[src/rtl/rd_channel_arbiter.sv]
// ============================================================================
// Module   : rd_channel_arbiter
// Purpose  : Round-robin share of one AXI4 read master between two requesters;
//            an order FIFO routes returning R bursts. Optional counters under
//            RD_CHANNEL_ARBITER_STATS_EN.
// Revision : 1.0 - initial release
// ============================================================================
`default_nettype none

module rd_channel_arbiter #(
   parameter int C_ADDR_WIDTH      = 64,
   parameter int C_DATA_WIDTH      = 512,
   parameter int C_MAX_OUTSTANDING = 16
) (
   input  logic                    data_clk,
   input  logic                    data_rst_n,
   input  logic                    s0_arvalid,
   output logic                    s0_arready,
   input  logic [C_ADDR_WIDTH-1:0] s0_araddr,
   input  logic [7:0]              s0_arlen,
   output logic                    s0_rvalid,
   input  logic                    s0_rready,
   output logic [C_DATA_WIDTH-1:0] s0_rdata,
   output logic                    s0_rlast,
   input  logic                    s1_arvalid,
   output logic                    s1_arready,
   input  logic [C_ADDR_WIDTH-1:0] s1_araddr,
   input  logic [7:0]              s1_arlen,
   output logic                    s1_rvalid,
   input  logic                    s1_rready,
   output logic [C_DATA_WIDTH-1:0] s1_rdata,
   output logic                    s1_rlast,
   output logic                    m_axi_arvalid,
   input  logic                    m_axi_arready,
   output logic [C_ADDR_WIDTH-1:0] m_axi_araddr,
   output logic [7:0]              m_axi_arlen,
   input  logic                    m_axi_rvalid,
   output logic                    m_axi_rready,
   input  logic [C_DATA_WIDTH-1:0] m_axi_rdata,
   input  logic                    m_axi_rlast,
   output logic                    idle
`ifdef RD_CHANNEL_ARBITER_STATS_EN
   ,
   output logic [31:0]             stat_bursts0,
   output logic [31:0]             stat_bursts1,
   output logic [31:0]             stat_full_stall
`endif
);

   localparam int c_PTR_W = $clog2(C_MAX_OUTSTANDING);
   localparam int c_CNT_W = c_PTR_W + 1;
   localparam logic [c_CNT_W-1:0] c_FULL_CNT = c_CNT_W'(C_MAX_OUTSTANDING);

   typedef enum logic [0:0] {
      ST_IDLE  = 1'b0,
      ST_ISSUE = 1'b1
   } state_t;

   state_t                    r_state;
   state_t                    w_state_nxt;
   logic                      r_last_grant;
   logic                      r_id;
   logic [C_ADDR_WIDTH-1:0]   r_addr;
   logic [7:0]                r_len;
   logic [C_MAX_OUTSTANDING-1:0] r_order_mem;
   logic [c_PTR_W-1:0]        r_wr_ptr;
   logic [c_PTR_W-1:0]        r_rd_ptr;
   logic [c_CNT_W-1:0]        r_count;

   logic w_grant;
   logic w_grant_id;
   logic w_push;
   logic w_pop;
   logic w_empty;
   logic w_full;
   logic w_head;
   logic w_req_any;

   assign w_req_any = s0_arvalid | s1_arvalid;
   assign w_empty   = (r_count == '0);
   assign w_full    = (r_count == c_FULL_CNT);
   assign w_head    = r_order_mem[r_rd_ptr];

   always_comb begin
      w_state_nxt = r_state;
      w_grant     = 1'b0;
      w_grant_id  = 1'b0;
      case (r_state)
         ST_IDLE: begin
            if (w_req_any && !w_full) begin
               w_grant     = 1'b1;
               // Tie goes to the port that did not win last time.
               w_grant_id  = (s0_arvalid && s1_arvalid) ? ~r_last_grant : s1_arvalid;
               w_state_nxt = ST_ISSUE;
            end
         end
         ST_ISSUE: begin
            if (m_axi_arready) begin
               w_state_nxt = ST_IDLE;
            end
         end
         default: w_state_nxt = ST_IDLE;
      endcase
   end

   always_ff @(posedge data_clk or negedge data_rst_n) begin
      if (!data_rst_n) begin
         r_state      <= ST_IDLE;
         r_last_grant <= 1'b1;
         r_id         <= 1'b0;
         r_addr       <= '0;
         r_len        <= '0;
      end else begin
         r_state <= w_state_nxt;
         if (w_grant) begin
            r_last_grant <= w_grant_id;
            r_id         <= w_grant_id;
            r_addr       <= w_grant_id ? s1_araddr : s0_araddr;
            r_len        <= w_grant_id ? s1_arlen  : s0_arlen;
         end
      end
   end

   // Reset gating keeps the combinational grant pulse quiet while in reset.
   assign s0_arready    = data_rst_n & w_grant & ~w_grant_id;
   assign s1_arready    = data_rst_n & w_grant &  w_grant_id;
   assign m_axi_arvalid = (r_state == ST_ISSUE);
   assign m_axi_araddr  = r_addr;
   assign m_axi_arlen   = r_len;

   assign w_push = (r_state == ST_ISSUE) & m_axi_arready;
   assign w_pop  = m_axi_rvalid & m_axi_rready & m_axi_rlast;

   always_ff @(posedge data_clk) begin
      if (w_push) begin
         r_order_mem[r_wr_ptr] <= r_id;
      end
   end

   always_ff @(posedge data_clk or negedge data_rst_n) begin
      if (!data_rst_n) begin
         r_wr_ptr <= '0;
         r_rd_ptr <= '0;
         r_count  <= '0;
      end else begin
         if (w_push) begin
            r_wr_ptr <= r_wr_ptr + c_PTR_W'(1);
         end
         if (w_pop) begin
            r_rd_ptr <= r_rd_ptr + c_PTR_W'(1);
         end
         case ({w_push, w_pop})
            2'b10:   r_count <= r_count + c_CNT_W'(1);
            2'b01:   r_count <= r_count - c_CNT_W'(1);
            default: r_count <= r_count;
         endcase
      end
   end

   assign s0_rvalid    = m_axi_rvalid & ~w_empty & ~w_head;
   assign s1_rvalid    = m_axi_rvalid & ~w_empty &  w_head;
   assign m_axi_rready = ~w_empty & (w_head ? s1_rready : s0_rready);
   assign s0_rdata     = m_axi_rdata;
   assign s1_rdata     = m_axi_rdata;
   assign s0_rlast     = m_axi_rlast;
   assign s1_rlast     = m_axi_rlast;

   assign idle = (r_state == ST_IDLE) & w_empty & ~w_req_any;

`ifdef RD_CHANNEL_ARBITER_STATS_EN
   logic [31:0] r_bursts0;
   logic [31:0] r_bursts1;
   logic [31:0] r_full_stall;

   always_ff @(posedge data_clk or negedge data_rst_n) begin
      if (!data_rst_n) begin
         r_bursts0    <= '0;
         r_bursts1    <= '0;
         r_full_stall <= '0;
      end else begin
         if (w_push && !r_id && (r_bursts0 != 32'hFFFF_FFFF)) begin
            r_bursts0 <= r_bursts0 + 32'd1;
         end
         if (w_push && r_id && (r_bursts1 != 32'hFFFF_FFFF)) begin
            r_bursts1 <= r_bursts1 + 32'd1;
         end
         if (w_req_any && w_full && (r_full_stall != 32'hFFFF_FFFF)) begin
            r_full_stall <= r_full_stall + 32'd1;
         end
      end
   end

   assign stat_bursts0    = r_bursts0;
   assign stat_bursts1    = r_bursts1;
   assign stat_full_stall = r_full_stall;
`endif

endmodule

`default_nettype wire

[config.mk]
export PLATFORM = sky130hd
export DESIGN_NAME = rd_channel_arbiter
export DESIGN_NICKNAME = d
export VERILOG_FILES = /design/src/rtl/rd_channel_arbiter.sv
export SDC_FILE = /design/constraint.sdc
export NUM_CORES = 1
export LEC_CHECK = 0
export ABC_AREA = 0
export BUFFER_PORTS_ARGS = -buffer_cell sky130_fd_sc_hd__buf_4
export CAP_MARGIN = 20
export CELL_PAD_IN_SITES_DETAIL_PLACEMENT = 1
export CELL_PAD_IN_SITES_GLOBAL_PLACEMENT = 1
export CORE_AREA = 2 2 696 698
export CTS_BUF_LIST = sky130_fd_sc_hd__clkbuf_4
export DETAILED_ROUTE_END_ITERATION = 10
export DIE_AREA = 0 0 698 700
export PLACE_DENSITY_LB_ADDON = 0.1
export SLEW_MARGIN = 20
export SYNTH_ARGS = -nofsm -noshare
export SYNTH_HDL_FRONTEND = slang
export SYNTH_SLANG_ARGS = --single-unit
[constraint.sdc]
create_clock -name data_clk -period 6.3 [get_ports data_clk]
set_input_delay 0.315 -clock data_clk [delete_from_list [all_inputs] [get_ports data_clk]]
set_output_delay 0.315 -clock data_clk [all_outputs]
set_load 0.05 [all_outputs]
Word level (Yosys, flattened, before mapping)
Cells that the tools add are included.
Cells by class
  multiply operators: 0
  div/mod/pow operators: 0
  mux-type cells: 16
  add/sub/neg operators: 4
  shifts and indexed selects: 0
  reduce and logical (&&, ||, !) cells: 6
  bitwise logic cells: 19
  magnitude comparators: 3
  equal/unequal tests: 3
Operators by type and width (number)
  $mux W64: 1
  $bwmux W16: 1
  $and A1 B1 Y1: 12
  $lt A4 B5 Y1 const B: 2
  $pmux W5 S2: 1
  $mux W1: 9
  $add A4 B1 Y4 const B: 2
  $mux W8: 1
  $not A1 Y1: 6
  $add A5 B1 Y5 const B: 1
  $eq A5 B5 Y1 const B: 1
  $logic_not A5 Y1: 1
  $sub A5 B1 Y5 const B: 1
  $bmux W1 S4: 1
  $demux W1 S4: 1
  $ge A4 B1 Y1 const B: 1
  $logic_and A1 B1 Y1: 3
  $eq A2 B1 Y1 const B: 1
  $eq A2 B2 Y1 const B: 1
  $pmux W1 S2: 1
  $reduce_bool A2 Y1: 1
  $logic_not A1 Y1: 1
  $or A1 B1 Y1: 1
Storage, ports and cells
  memory bits (read-only): 0
  bits in writable memories: 0
  logic and storage cells: 60
  memories kept: 0
  output and inout port bits: 1105
  flip-flop bits (word level): 104
  latch bits: 0

Logic depth before layout (Yosys ltp)
  depth after elaboration: 8
  depth in mapped cells: 12
  mapped depth without buffers: 11

Least setup slack after synthesis
OpenSTA, ideal clock, no wires.
  kind: register to register
  from: register r_rd_ptr[2]
  to: register r_count[4]
  arrival time: 2909 ps
  path slack: 3266 ps
  stages on the path, launching flop included: 13
  period minus slack after synthesis: 3034 ps
  cells stage by stage: dfrtp_1 -> buf_6 -> mux4_1 -> mux2i_4 -> mux2i_4 -> mux2i_4 -> ha_1 -> fa_1 -> a21o_1 -> a21oi_1 -> xor2_1 -> nor2_1 -> xor2_1
Between the ends
  cells in the longest elaborated chain, start to end: 8
  elaborated cells between the ends (all ways): 10
Ends and longest elaborated chain
  from (decl): line 67  | logic [c_PTR_W-1:0] r_rd_ptr;
  from (signal assigned): line 150  | r_rd_ptr <= r_rd_ptr + c_PTR_W'(1);
  $bmux W1 S4 *: line 82  | assign w_head = r_order_mem[r_rd_ptr];
  $mux W1 (implied by the code) *: line 82
  $mux W1 *: line 162  | assign m_axi_rready = ~w_empty & (w_head ? s1_rready : s0_rready);
  $and A1 B1 Y1 *: line 162
  $and A1 B1 Y1 * (2 in a row): line 132  | assign w_pop = m_axi_rvalid & m_axi_rready & m_axi_rlast;
  named net w_pop: line 73  | logic w_pop;
  $eq A2 B1 Y1 / $eq A2 B2 Y1 (equally long branches): line 152  | case ({w_push, w_pop})
  $pmux W5 S2 / $reduce_bool A2 Y1 (equally long branches)
  to (signal assigned): line 153  | 2'b10: r_count <= r_count + c_CNT_W'(1);
  to (signal assigned): line 154  | 2'b01: r_count <= r_count - c_CNT_W'(1);
  to (signal assigned): line 155  | default: r_count <= r_count;
  to (decl): line 68  | logic [c_CNT_W-1:0] r_count;
The timed path passes the listed nets; every way through them passes the cells marked *. The select of a mux whose other input is x is not followed.
A chain may end at the register's enable or synchronous reset.

Final worst setup path
  from: register r_count[0]
  to: register r_addr[2] (netlist: m_axi_araddr[2])
Between the ends
  cells in the longest elaborated chain, start to end: 6
  elaborated cells between the ends (all ways): 8
Ends and longest elaborated chain
  $eq A5 B5 Y1 *: line 81  | assign w_full = (r_count == c_FULL_CNT);
  $logic_not A1 Y1 *: line 90  | if (w_req_any && !w_full) begin
  $logic_and A1 B1 Y1 *: line 90
  $mux W1: line 90
  $mux W1: line 88  | case (r_state)
  $mux W64: line 118  | r_addr <= w_grant_id ? s1_araddr : s0_araddr;
  to (signal assigned): line 118
  to (decl): line 63  | logic [C_ADDR_WIDTH-1:0] r_addr;
Mark *: on every way between the ends. The rest lies on a longest branch, timed or not.

==> results.toml <==
[run_status]
status = "complete, no violations"

[sta]
finalMaxSlewViolations = 0
timing.clock.skew_ns = 0.0978
final_hold_vio_count = 0
setup-violations-final = 0
tns_ns = 0
achievable-frequency_mhz = 251
unrepaired_setup_endpoints_after_global_routing = "no"
final_min_period_over_clock_period_pct = 63.2
timing_worst_slew_pin_value_ns = 0.824
maxSlewHeadroom_pct = 45.0
final.min_clock_period_ns = 3.98
hold_slack_ns = 0.261

[floorplan]
placementRows = 255
boundaryPins = 1770
die_w_um = 698
core_area_um2 = 481000
initial_core_utilization_pct = 2.64
die_y_um = 700
die-area_um2 = 489000

[setup_path]
critical_path_required_ns = 7.18
setup.worst_path.end_class = "register"
setup.reg_to_reg.worst_slack_ns = 2.32
arrival_ns = 4.86
critical_path.max_fanout = 51
reg2reg_from = "r_count[0]"
type_of_origin_of_the_critical_path = "register"
worst-setup-path-type = "register to register"
worst-r2r-cell-count = 8
crit-reg2reg-capture = "m_axi_araddr[2]"

[pwr]
p_leak_nw = 4.34
max-vdd-ir-drop_v = 0.000125
post-layout-total-power_mw = 4.86
power.density_nw_per_um2 = 281

[cells_and_area]
stdcell_area_um2 = 17300
final_cell_count_no_fill = 7352
synthToLayoutAreaGrowth_pct = 36.0
drive_above_1_share_pct = 29.1
fin_nets = 1590

[drt]
routed_wire_length_per_instance_um = 31.3
post-route-drc-count = 0
detailedRoute.firstPassIterationCount = 6
violation_count_after_the_first_detailed_routing_iteration = 432
postRouteAntennaNets = 0
viasPerCell = 1.05
routed_wl_um = 230000
num_vias = 7745

[synthesis]
synth_enable_flop_cells = 16
share_of_flip_flops_with_an_asynchronous_set_or_reset_after_synthesis_pct = 84.6
synthesis.area_per_instance_um2 = 8.56
yosys.area.top_type_share_pct = 60.6
yosys.cell_types.count = 36
synth_common_cells = "sky130_fd_sc_hd__buf_4 (1,026), sky130_fd_sc_hd__dfrtp_1 (87), sky130_fd_sc_hd__nand2_1 (86)"
syn_inst = 1483
netlist_top_cells_area = "sky130_fd_sc_hd__buf_4 (61%), sky130_fd_sc_hd__dfrtp_1 (17%), sky130_fd_sc_hd__mux2i_1 (5.8%), sky130_fd_sc_hd__edfxtp_1 (3.8%), sky130_fd_sc_hd__o21ai_0 (2.7%)"
synth.yosys.seq_area_share_pct = 21.1
synth_ff_type = "sky130_fd_sc_hd__dfrtp_1"
yosysWarnings = 0
syn_area_um2 = 12700
yosys.area.top_type = "sky130_fd_sc_hd__buf_4"
most_instantiated_library_cell_after_synthesis = "sky130_fd_sc_hd__buf_4"
synth_nets = 2158
yosys_register_bits = 104

[global_routing]
gr-usage-met1_pct = 4.32
met3_usage_pct = 14.4
grt.busiest_layer = "met3"
wire_length_of_the_first_global_routing_pass_um = 252000
grt_pass1_vias = 8106
use_met2_pct = 14.1
initial_antenna_violation_count = 66
groute.usage.overall_pct = 9.09
grt.overflow.total = 0
grt_max_degree = 64

[cts]
post_cts_hold_buffer_count = 234
cts.htree.levels = 3
clkSinkCount = 104
clkTransAtPathRegs_ns = 0.34
postCtsResizedCells = 0
worst_skew_pair.late_latency_ns = 0.94
cts_root_buf = "sky130_fd_sc_hd__clkbuf_4"
cts_tree = "yes"
clock_tree_buf_depth = 3
post-cts-setup-buffer-count = 0
cts_made_buffers = 13

[placed_design]
placed_instance_count = 7091
place.port_buffers = 233
hpwlAfterDp_um = 212000
dpl_cell_area_um2 = 14700
gpl.final_weighted_congestion = 0.606

[hold_path]
timing.hold.worst.start = "s0_araddr[61]"
hp-class = "input pin to register"
holdPathStages = 4
hold_end = "m_axi_araddr[61]"

[run]
number_of_max_cap_violations = 0
[metal layers]
metal	vias to the layer above	part of all wire [%]
met5	-	0.29
met4	26	5.2
met3	382	34
met2	1769	44
met1	3057	17
li1	2511	-
[cells in the final DEF, fill, tap and decap left out, drive strengths merged, types with 2 or more instances in the layout]
| cell | synthesis | routed |
|---|---|---|
| a21o | 4 | 4 |
| a21oi | 3 | 3 |
| and2 | 3 | 3 |
| and3 | 3 | 3 |
| buf | 1039 | 240 |
| clkbuf | 18 | 14 |
| clkinv | 0 | 2 |
| dfrtp | 87 | 87 |
| diode | 0 | 10 |
| dlygate4sd3 | 0 | 233 |
| edfxtp | 16 | 16 |
| ha | 9 | 9 |
| inv | 5 | 5 |
| mux2 | 3 | 3 |
| mux2i | 77 | 77 |
| mux4 | 4 | 4 |
| nand2 | 86 | 86 |
| nand2b | 3 | 3 |
| nand4 | 4 | 4 |
| nor2 | 16 | 16 |
| nor2b | 2 | 2 |
| nor3 | 5 | 5 |
| nor4 | 2 | 2 |
| o21ai | 78 | 78 |
| xnor2 | 6 | 6 |
| xor2 | 5 | 5 |
[power breakdown]
part / internal [mW] / total (mW) / switching [mW]
Combinational: 1.11 / 2.96 / 1.85
Clock: 0.144 / 0.647 / 0.503
Sequential: 0.985 / 1.24 / 0.260
Total: 2.24 / 4.86 / 2.61
[critical path, cell delays in order (launching register included)]
cell                            delay [ns]
sky130_fd_sc_hd__dfrtp_1              0.54
sky130_fd_sc_hd__nor4_1               0.12
sky130_fd_sc_hd__a21oi_1              0.39
sky130_fd_sc_hd__and3_4               0.79
sky130_fd_sc_hd__buf_12               0.46
sky130_fd_sc_hd__mux2i_1              0.24
sky130_fd_sc_hd__dlygate4sd3_1        0.56
sky130_fd_sc_hd__o21ai_0              0.07
sky130_fd_sc_hd__dlygate4sd3_1        0.60
[state kept, by name, indices dropped and copies added, names as in the netlist]
register,count
m_axi_araddr,64
m_axi_arlen,8
m_axi_arvalid,1
r_count,5
r_id,1
r_last_grant,1
r_order_mem,16
r_rd_ptr,4
r_wr_ptr,4
[worst max-delay path by stage]
stage                           start                to  slack [ns]  depth (start not counted)
after CTS                  r_count[0]  m_axi_araddr[16]        2.10                          8
after floorplan           r_rd_ptr[2]        r_count[4]        3.27                         12
after detailed placement  r_rd_ptr[2]        r_count[4]        2.64                         11
after global placement    r_rd_ptr[2]        r_count[4]        2.56                         11
after global routing       r_count[0]  m_axi_araddr[16]        2.01                          8
final                      r_count[0]   m_axi_araddr[2]        2.32                          8
[through the flow]
| stage | setup WS (ns) | utilization [%] |
|---|---|---|
| 6_report | 2.32 | 3.59 |
| 5_1_grt | 2.01 | 3.59 |
| 4_1_cts | 2.10 | 3.58 |
| 3_5_place_dp | 2.64 | 3.06 |
| 3_3_place_gp | 2.56 | 3.06 |
| 2_1_floorplan | 3.27 | - |
[final cells by class]
class	count	area (um2)
Sequential cell	104	2680
Multi-Input combinational cell	317	2170
Inverter	5	18.8
Clock buffer	13	97.6
Antenna cell	10	25.0
Clock inverter	4	51.3
Tap cell	6425	8040
Timing Repair Buffer	474	4180
Fill cell	57607	464000
[cell families (layout without fill, tap and decap cells)]
group / after synthesis / in the layout / synth area share [%]
buffers and inverters: 1062 / 496 / 61.9
AND/OR/NAND/NOR: 126 / 126 / 4.16
flip-flops: 104 / 104 / 21.1
AO/OA/AOI/OAI: 86 / 86 / 3.52
multiplexers: 84 / 84 / 7.52
XOR/XNOR: 11 / 11 / 0.759
adder cells (fa/ha/maj): 10 / 10 / 1.04
other: 0 / 10 / 0
Power figures use the tool's default switching activity.
